**src/rtl/uart_tx_sched.sv**
```systemverilog
// Two-requester round-robin UART transmit scheduler.
// A granted byte is serialised as start, data (LSB first), optional parity and stop bits, paced by baud_clk ticks.
module uart_tx_sched #(
  parameter int DATA_BITS = 8,
  parameter int PARITY    = 0,
  parameter int STOP_BITS = 1
) (
  input  logic       clk,
  input  logic       reset,
  input  logic       baud_clk,
  input  logic       req0_valid,
  input  logic [7:0] req0_data,
  output logic       req0_ready,
  input  logic       req1_valid,
  input  logic [7:0] req1_data,
  output logic       req1_ready,
  output logic       txd,
  output logic       busy,
  output logic       grant_id,
  output logic       frame_done
);

  typedef enum logic [2:0] {IDLE, SYNC, START, DATA, PAR, STOP} state_t;

  localparam logic [7:0] DATA_MASK = 8'hFF >> (8 - DATA_BITS);

  state_t     state_q, state_d;
  logic [7:0] sr_q, sr_d;
  logic [2:0] cnt_q, cnt_d;
  logic       stopcnt_q, stopcnt_d;
  logic       par_q, par_d;
  logic       txd_q, txd_d;
  logic       grant_id_q, grant_id_d;
  logic       last_grant_q, last_grant_d;
  logic       frame_done_q, frame_done_d;
  logic       baud_clk_q;

  logic       tick;
  logic       grant0, grant1;
  logic       accept, winner;
  logic [7:0] acc_data;
  logic       acc_par;

  assign tick = baud_clk & ~baud_clk_q;

  // With both requesters pending, the one that did not own the last frame wins.
  assign grant0     = req0_valid & (~req1_valid | last_grant_q);
  assign grant1     = req1_valid & (~req0_valid | ~last_grant_q);
  assign req0_ready = (state_q == IDLE) & grant0 & ~reset;
  assign req1_ready = (state_q == IDLE) & grant1 & ~reset;
  assign accept     = req0_ready | req1_ready;
  assign winner     = req1_ready;
  assign acc_data   = (winner ? req1_data : req0_data) & DATA_MASK;
  assign acc_par    = (^acc_data) ^ (PARITY == 2);

  // NOTE: every next-state variable is defaulted first so no path through the case infers a latch.
  always_comb begin
    state_d      = state_q;
    sr_d         = sr_q;
    cnt_d        = cnt_q;
    stopcnt_d    = stopcnt_q;
    par_d        = par_q;
    txd_d        = txd_q;
    grant_id_d   = grant_id_q;
    last_grant_d = last_grant_q;
    frame_done_d = 1'b0;
    unique case (state_q)
      IDLE: begin
        if (accept) begin
          sr_d         = acc_data;
          par_d        = acc_par;
          grant_id_d   = winner;
          last_grant_d = winner;
          state_d      = SYNC;
        end
      end
      SYNC: begin
        if (tick) begin
          txd_d   = 1'b0;
          state_d = START;
        end
      end
      START: begin
        if (tick) begin
          txd_d   = sr_q[0];
          cnt_d   = 3'd0;
          state_d = DATA;
        end
      end
      DATA: begin
        if (tick) begin
          if (cnt_q == 3'(DATA_BITS - 1)) begin
            if (PARITY != 0) begin
              txd_d   = par_q;
              state_d = PAR;
            end else begin
              txd_d     = 1'b1;
              stopcnt_d = 1'b0;
              state_d   = STOP;
            end
          end else begin
            sr_d  = sr_q >> 1;
            txd_d = sr_q[1];
            cnt_d = cnt_q + 3'd1;
          end
        end
      end
      PAR: begin
        if (tick) begin
          txd_d     = 1'b1;
          stopcnt_d = 1'b0;
          state_d   = STOP;
        end
      end
      STOP: begin
        if (tick) begin
          if (stopcnt_q == 1'(STOP_BITS - 1)) begin
            frame_done_d = 1'b1;
            state_d      = IDLE;
          end else begin
            stopcnt_d = stopcnt_q + 1'b1;
          end
        end
      end
      default: state_d = IDLE;
    endcase
  end

  // NOTE: sequential state uses non-blocking assignments so all registers update from pre-edge values.
  always_ff @(posedge clk or posedge reset) begin
    if (reset) begin
      state_q      <= IDLE;
      sr_q         <= '0;
      cnt_q        <= '0;
      stopcnt_q    <= 1'b0;
      par_q        <= 1'b0;
      txd_q        <= 1'b1;
      grant_id_q   <= 1'b0;
      last_grant_q <= 1'b1;
      frame_done_q <= 1'b0;
      baud_clk_q   <= 1'b0;
    end else begin
      state_q      <= state_d;
      sr_q         <= sr_d;
      cnt_q        <= cnt_d;
      stopcnt_q    <= stopcnt_d;
      par_q        <= par_d;
      txd_q        <= txd_d;
      grant_id_q   <= grant_id_d;
      last_grant_q <= last_grant_d;
      frame_done_q <= frame_done_d;
      baud_clk_q   <= baud_clk;
    end
  end

  assign txd        = txd_q;
  assign busy       = (state_q != IDLE);
  assign grant_id   = grant_id_q;
  assign frame_done = frame_done_q;

endmodule
```
**config.mk**
```make
export PLATFORM = sky130hd
export DESIGN_NAME = uart_tx_sched
export DESIGN_NICKNAME = d
export VERILOG_FILES = /design/src/rtl/uart_tx_sched.sv
export SDC_FILE = /design/constraint.sdc
export NUM_CORES = 1
export LEC_CHECK = 0
export BUFFER_PORTS_ARGS = -buffer_cell sky130_fd_sc_hd__buf_2
export CELL_PAD_IN_SITES_DETAIL_PLACEMENT = 2
export CELL_PAD_IN_SITES_GLOBAL_PLACEMENT = 2
export CORE_MARGIN = 3
export CORE_UTILIZATION = 34
export DETAILED_ROUTE_END_ITERATION = 8
export MAX_ROUTING_LAYER = met4
export PLACE_DENSITY = 0.8
export SETUP_SLACK_MARGIN = 0.4
export SKIP_LAST_GASP = 1
export SLEW_MARGIN = 0
export SYNTH_ARGS = -nofsm -noshare
export SYNTH_HDL_FRONTEND = slang
export SYNTH_SLANG_ARGS = --single-unit
```
**constraint.sdc**
```tcl
create_clock -name clk -period 4.3 [get_ports clk]
set_input_delay 0.86 -clock clk [delete_from_list [all_inputs] [get_ports clk]]
set_output_delay 0.86 -clock clk [all_outputs]
set_load 0.1 [all_outputs]
```
Word-level counts from Yosys, hierarchy flattened
Cells that the tools add are included.
{ "op_classes": {"eq_ne": 15, "reduce_logical": 12, "n_addsub": 2, "muxes": 32, "bitwise": 15} }
{ "op_table": {"columns": ["cell", "n"], "rows": [
  ["two-way mux 3 bit", 11],
  ["two-way mux 8 bit", 4],
  ["!= test 2 bit, second input constant", 9],
  ["one-hot mux 3 bit (6 select lines)", 1],
  ["one-hot mux 8 bit (2 select lines)", 1],
  ["two-way mux 1 bit", 12],
  ["AND reduction 5 bit", 2],
  ["equality test 3 bit, second input constant", 3],
  ["AND reduction 4 bit", 2],
  ["AND reduction 8 bit", 1],
  ["AND 1 bit", 7],
  ["equality test 3 x 2 -> 1 bit, second input constant", 2],
  ["one-hot mux 3 bit (2 select lines)", 1],
  ["nonzero test 3 bit", 2],
  ["inverter 1 bit", 5],
  ["one-hot mux 1 bit (4 select lines)", 1],
  ["nonzero test 2 bit", 2],
  ["nonzero test 4 bit", 1],
  ["adder 3 x 1 -> 3 bit, second input constant", 1],
  ["equality test 3 x 1 -> 1 bit, second input constant", 1],
  ["zero test 3 bit", 1],
  ["bitwise OR 1 bit", 3],
  ["one-hot mux 1 bit (3 select lines)", 1],
  ["AND reduction 2 bit", 1],
  ["adder 1 bit, second input constant", 1]
]} }
{ "totals": {"word_cells": 85, "input_bits": 21, "register_bits": 20} }

Longest topological paths before layout
Gate-level depths: netlist of run 1.
{ "depth": {"ltp_word": 8, "depth_mapped": 7, "ltp_nobuf": 6} }

Worst setup path before layout of run 1
No wires, ideal clock.
{ "synth_path": {"path_type": "input port to output port", "startpoint": "input port reset", "endpoint": "output port req1_ready", "arrival_time_ns": 1.898, "required_ns": 3.440, "slack_ns": 1.542, "path_stages": 4, "cell_sequence": "nor4_4 -> nand3_2 -> buf_6 -> inv_1"} }
{ "synth_between": {"elab_chain_len": 2} }
{ "synth_lines": {"columns": ["item", "line", "rtl"], "rows": [
  ["start: declaration", "9", "input logic reset,"],
  ["inverter 1 bit", "50", "assign req1_ready = (state_q == IDLE) & grant1 & ~reset;"],
  ["AND 1 bit", "50", null],
  ["end: declaration", "16", "output logic req1_ready,"]
]} }
Every way passes these cells.

Worst setup path after layout of run 1
{ "layout_path": {"startpoint": "register state_q[0]", "endpoint": "output port req1_ready"} }
{ "layout_between": {"elab_chain_len": 3} }
{ "layout_lines": {"columns": ["item", "line", "rtl"], "rows": [
  ["start: declaration", "27", "state_t state_q, state_d;"],
  ["start signal: assignment", "143", "state_q <= state_d;"],
  ["zero test 3 bit", null, null],
  ["AND 1 bit (2 in series)", "50", null]
]} }
Every way passes these cells.

==> results of run 1 <==
==> final timing paths <==
kind,from,endpoint,slack [ps],cells past startpoint
max reg2reg,cnt_q[0]$_DFFE_PP0P_,sr_q[1]$_DFFE_PP0P_,2330,6
max in group asynchronous,reset,baud_clk_q$_DFF_PP0_,3130,2
max,state_q[0]$_DFFE_PP0P_,req1_ready,1340,4
min reg2reg,grant_id$_DFFE_PP0P_,grant_id$_DFFE_PP0P_,480,2
min in group asynchronous,reset,grant_id$_DFFE_PP0P_,710,2
min,grant_id$_DFFE_PP0P_,grant_id$_DFFE_PP0P_,480,2
==> cells in the mapped netlist (3+ instances only) <==
master	instances	share of area [%]
inv_1	6	2.0
dfrtp_1	17	39
o211ai_1	3	2.0
o21ai_0	10	4.6
nand3_1	3	1.4
nand2_1	12	4.1
nor2_1	3	1.0
nand2b_1	3	1.7
buf_6	3	3.1
and2_1	7	4.0
a21oi_1	3	1.4
mux2i_1	13	12
==> area by class of cell <==
class | count | area, um2
clock buffer | 4 | 26.28
fill | 367 | 1810
inverter | 6 | 22.52
multi-input combinational | 79 | 555.5
sequential | 19 | 478.0
tap | 44 | 55.05
timing repair buffer | 26 | 130.1
==> power by group through the flow <==
stage	Clock, W	Sequential, W	Combinational [W]
floorplan	0	0.000323	0.000156
global placement	0	0.000293	0.000226
detailed placement	0	0.000299	0.000238
CTS	0.0000985	0.000295	0.000242
global route	0.000103	0.000307	0.000268
finish	0.0000934	0.000294	0.000237
==> through the flow <==
step / util (%) / std cells / setup WS (ps) / hold slack, ps
5_1_grt: 41.18 / 178 / 1157 / 534.8
6_report: 41.18 / 178 / 1343 / 478.5
3_5_place_dp: 40.33 / 174 / 1381 / 459.0
2_1_floorplan: - / 109 / 1542 / 443.5
4_1_cts: 41.18 / 178 / 1303 / 486.4
3_3_place_gp: 40.33 / 174 / 1426 / 455.7
==> critical path: cells and delay by family (launching register included) <==
| family | cells | cell delay [ps] |
|---|---|---|
| AND/OR/NAND/NOR | 2 | 650 |
| buffers and inverters | 2 | 560 |
| flip-flops | 1 | 590 |
==> registers in the layout, summed over array words and instances (netlist names) <==
signal	cells
last_grant_q	1
state_q	3
grant_id	1
frame_done	1
sr_q	8
txd	1
cnt_q	3
baud_clk_q	1
==> per-layer routing <==
metal	share of wire [%]	GRT usage [%]	vias to the layer above
li1	-	-	437
met1	44	18.29	445
met2	51	25.16	17
met3	3.3	2.338	4
met4	2.1	7.438	0
met5	0	-	-
==> cell families after synthesis <==
| family | count (synthesis) | synth area share (%) |
|---|---|---|
| and+or+nand+nor | 38 | 20.82 |
| muxes | 14 | 12.86 |
| buffers and inverters | 11 | 6.029 |
| DFF | 19 | 43.46 |
| adders and majority gates | 2 | 2.275 |
| AOI/OAI and AO/OA | 25 | 14.56 |
==> results.yml, run 1 <==
sta:
  final-hold-violation-count: 0
  fin_crit_ps: 2957
  setup_viol: 0
  worstMarginPinSlew_ps: 746.3
  slew_viol_final: 0
  tns_ps: 0
  max_freq_mhz: 338.2
  skew_ps: 2.306
  slew_headroom_pct: 50.19
  finalCritPeriodShare_pct: 68.76
  rsz0062_at_grt: "false"
power:
  power_switching_w: 0.0002595
  power.density_nw_per_um2: 493.3
  clkPwrFrac_pct: 14.9
  vdd.ir_drop.worst_uv: 189.5
  switching_share_pct: 41.51
  leakage_nw: 0.6278
  pwr-share-comb_pct: 38.0
  seqPwrFrac_pct: 47.1
  intPower_w: 0.0003658
  total_power_w: 0.0006253
worst_setup_path:
  crit_required_ps: 3440
  critical_path_arrival_ps: 2100
  startpoint_type: "flop"
  cp-end-kind: "output port"
  path_cells: "nor4_4 -> nand3_2 -> inv_1 -> buf_2"
  worstSetupPathType: "flop to output port"
  max_stage_delay_ps: 590
  worst-path-max-fanout: 15
  slowest_stage: "dfrtp_1"
place:
  dpl.hpwl_um: 1972
  placed_area_um2: 1241
  port_buffers: 26
  gp_congestion: 0.6835
die:
  core_area_um2: 3078
  rows: 20
  die_h_um: 62.88
  start_util_pct: 35.73
  die_w_um: 62.88
  die_area_um2: 3953
  io_pins: 27
synthesis:
  netlist_area_um2: 1100
  syn_inst: 109
  yosysWarnings: 0
  ys_seq_area_share_pct: 43.46
  async_flop_share_pct: 100.0
  synth_ff_type: "dfrtp_1"
  synth.distinct_cells: 31
  syn-num-nets: 132
  ys_ff_latch: 19
  avgSynthCellArea_um2: 10.09
  synth-edff-count: 0
final_layout:
  final_area_um2: 1267
  area_growth_syn_to_layout_pct: 15.24
  layout-drive-gt1-share_pct: 26.87
  antenna_cells: 0
  most-common-layout-cells: "26 x buf_2, 17 x dfrtp_1, 13 x mux2i_1"
  nets: 158
  final_common_cell: "buf_2"
clock_tree:
  clk_path_buf_depth: 2
  cts_tree: "built"
  cts_buffers: 3
  clkSinkCount: 19
  clk_pin_slew_ps: 110
  post-cts-setup-buffers: 0
  h-tree-depth: 1
  postCtsHoldBufs: 0
  ctsResizeCount: 0
  clockRootBuffer: "clkbuf_4"
  worstSkewPairLatency_ps: 300
grt:
  grt_max_degree: 20
  grt_usage_pct: 15.34
  overflow: 0
  grt_pass1_wl_um: 4664
  antenna_found_initial: 0
  grt_pass1_vias: 982
route:
  antenna_left: 0
  routed-via-count: 903
  drtIter0Drc: 17
  drt_first_pass_iters: 3
  drt-total-wl_um: 2705
  drcViolationCount: 0
  vias_per_cell: 5.073
  wl_per_cell_um: 15.20
flow_run:
  cap_violations: 0
min_path:
  min_path_type: "flop to flop"
status:
  status: "finished clean"
(Power assumes the default switching activity.)
==> run 2, diff against run 1 <==
- CORE_UTILIZATION: 34 -> 29
- PLACE_DENSITY: 0.8 -> 0.72
- clock period: 4.3 -> 2.4 ns (I/O delays scaled with it)
==> run 2 against run 1 <==
  * Hold slack got worse by 120 ps
  * Total power rose by 96%
  * Clock skew rose by 3.7 ps
  * Highest routed layer unchanged
  * First-iteration DRC count rose by 120%
  * Design area increased by 9.9%
  * Final cell count rose by 4.5%
  * Flip-flop and latch count is the same
  * Global-route usage is 1.0 points lower
==> results.yml, run 2 (synthesized netlist as in run 1, its figures left out) <==
route:
  drt_first_pass_iters: 2
  routed-via-count: 918
  vias_per_cell: 4.935
  drtIter0Drc: 38
  drcViolationCount: 0
  antenna_left: 0
  wl_per_cell_um: 15.67
  drt-total-wl_um: 2915
power:
  total_power_w: 0.001225
  vdd.ir_drop.worst_uv: 251.3
  power.density_nw_per_um2: 879.6
  leakage_nw: 0.6550
place:
  dpl.hpwl_um: 2144
  port_buffers: 26
  placed_area_um2: 1281
  gp_congestion: 0.7000
status:
  status: "finished clean"
clock_tree:
  clockRootBuffer: "clkbuf_8"
  clk_pin_slew_ps: 80
  postCtsHoldBufs: 0
  cts_tree: "built"
  clk_path_buf_depth: 2
  worstSkewPairLatency_ps: 260
  h-tree-depth: 1
  clkSinkCount: 19
  cts_buffers: 3
grt:
  grt_pass1_wl_um: 4740
  grt_max_degree: 20
  antenna_found_initial: 0
  grt_usage_pct: 14.31
  overflow: 0
  grt_pass1_vias: 1009
die:
  start_util_pct: 31.47
  die_h_um: 67.58
  die_w_um: 67.58
  io_pins: 27
  core_area_um2: 3495
  die_area_um2: 4567
  rows: 21
final_layout:
  fillerInstances: 383
  area_growth_syn_to_layout_pct: 26.62
  final_area_um2: 1393
  regMostFlops: "sr_q"
  final_common_cell: "buf_2"
  most-common-layout-cells: "23 x buf_2, 15 x dfrtp_1, 13 x mux2i_1"
  antenna_cells: 0
  nets: 164
  layout-drive-gt1-share_pct: 35.71
  largest_reg_flops: 8
  reg_top3: "sr_q x8, cnt_q x3, state_q x3"
worst_setup_path:
  worstSetupPathType: "flop to output port"
  worst-path-max-fanout: 6
  crit_required_ps: 1920
  critical_path_arrival_ps: 1490
  startpoint_type: "flop"
  cp-end-kind: "output port"
flow_run:
  cap_violations: 0
min_path:
  min_path_type: "primary input to flop"
sta:
  slew_viol_final: 0
  tns_ps: 0
  skew_ps: 6.032
  hold_ws_ps: 355.4
  finalCritPeriodShare_pct: 81.94
  fin_crit_ps: 1967
  final-hold-violation-count: 0
  worstMarginPinSlew_ps: 772.1
  setup_viol: 0
  slew_headroom_pct: 48.47
  rsz0062_at_grt: "true"
  max_freq_mhz: 508.5
[run 2: timing repair]
action | 4_1_cts | 5_1_grt
endpoints found under the setup margin | 8 | 8
pin swaps | 0 | 2
endpoints found under the hold margin | 0 | 0
resized for setup | 6 | 5
buffers inserted | 0 | 4
[run 2: final timing paths]
path / start / endpoint / slack (ps) / cells after the start
setup reg to reg: cnt_q[0]$_DFFE_PP0P_ / sr_q[5]$_DFFE_PP0P_ / 600 / 6
hold reg to reg: last_grant_q$_DFFE_PP1P_ / last_grant_q$_DFFE_PP1P_ / 480 / 2
hold / removal: baud_clk / baud_clk_q$_DFF_PP0_ / 360 / 1
min in group asynchronous: reset / frame_done$_DFF_PP0_ / 400 / 2
setup / recovery: state_q[1]$_DFFE_PP0P_ / req0_ready / 430 / 4
max in group asynchronous: reset / state_q[1]$_DFFE_PP0P_ / 1470 / 2
[run 2: power breakdown]
part	switching [W]	internal [W]	leakage, nW
combinational	0.000305	0.000189	0.396
clock	0.000108	0.000118	0.0228
sequential	0.0000730	0.000431	0.237
[run 2: cell type report]
class,count,area (um2),area share (%)
tap,46,57.56,4.133
inverter,6,30.03,2.156
sequential,19,480.5,34.50
multi-input combinational,79,576.8,41.42
clock buffer,4,45.04,3.234
timing repair buffer,32,202.7,14.56
[run 2: stage by stage]
stage	cells	utilization [%]	worst slack [ps]
final	186	39.85	433.3
after global routing	186	39.85	350.6
after CTS	182	38.31	296.7
after detailed placement	178	36.66	342.0
after global placement	178	36.66	384.4
after floorplan	109	-	533.6
[run 2: critical path, stage by stage, from the launching register on]
cell and delay (ps):
dfrtp_2 460, nor4_4 310, nand3_2 170, clkinvlp_4 110
buf_8 190
[run 2: routing by layer]
metal  global-route usage, %  share of wire (%)  wire length, um
met1                   15.77                 41             1195
met5                       -                  0                0
met4                   4.557               0.45               13
met2                   26.25                 55             1614
met3                   1.997                3.2               92
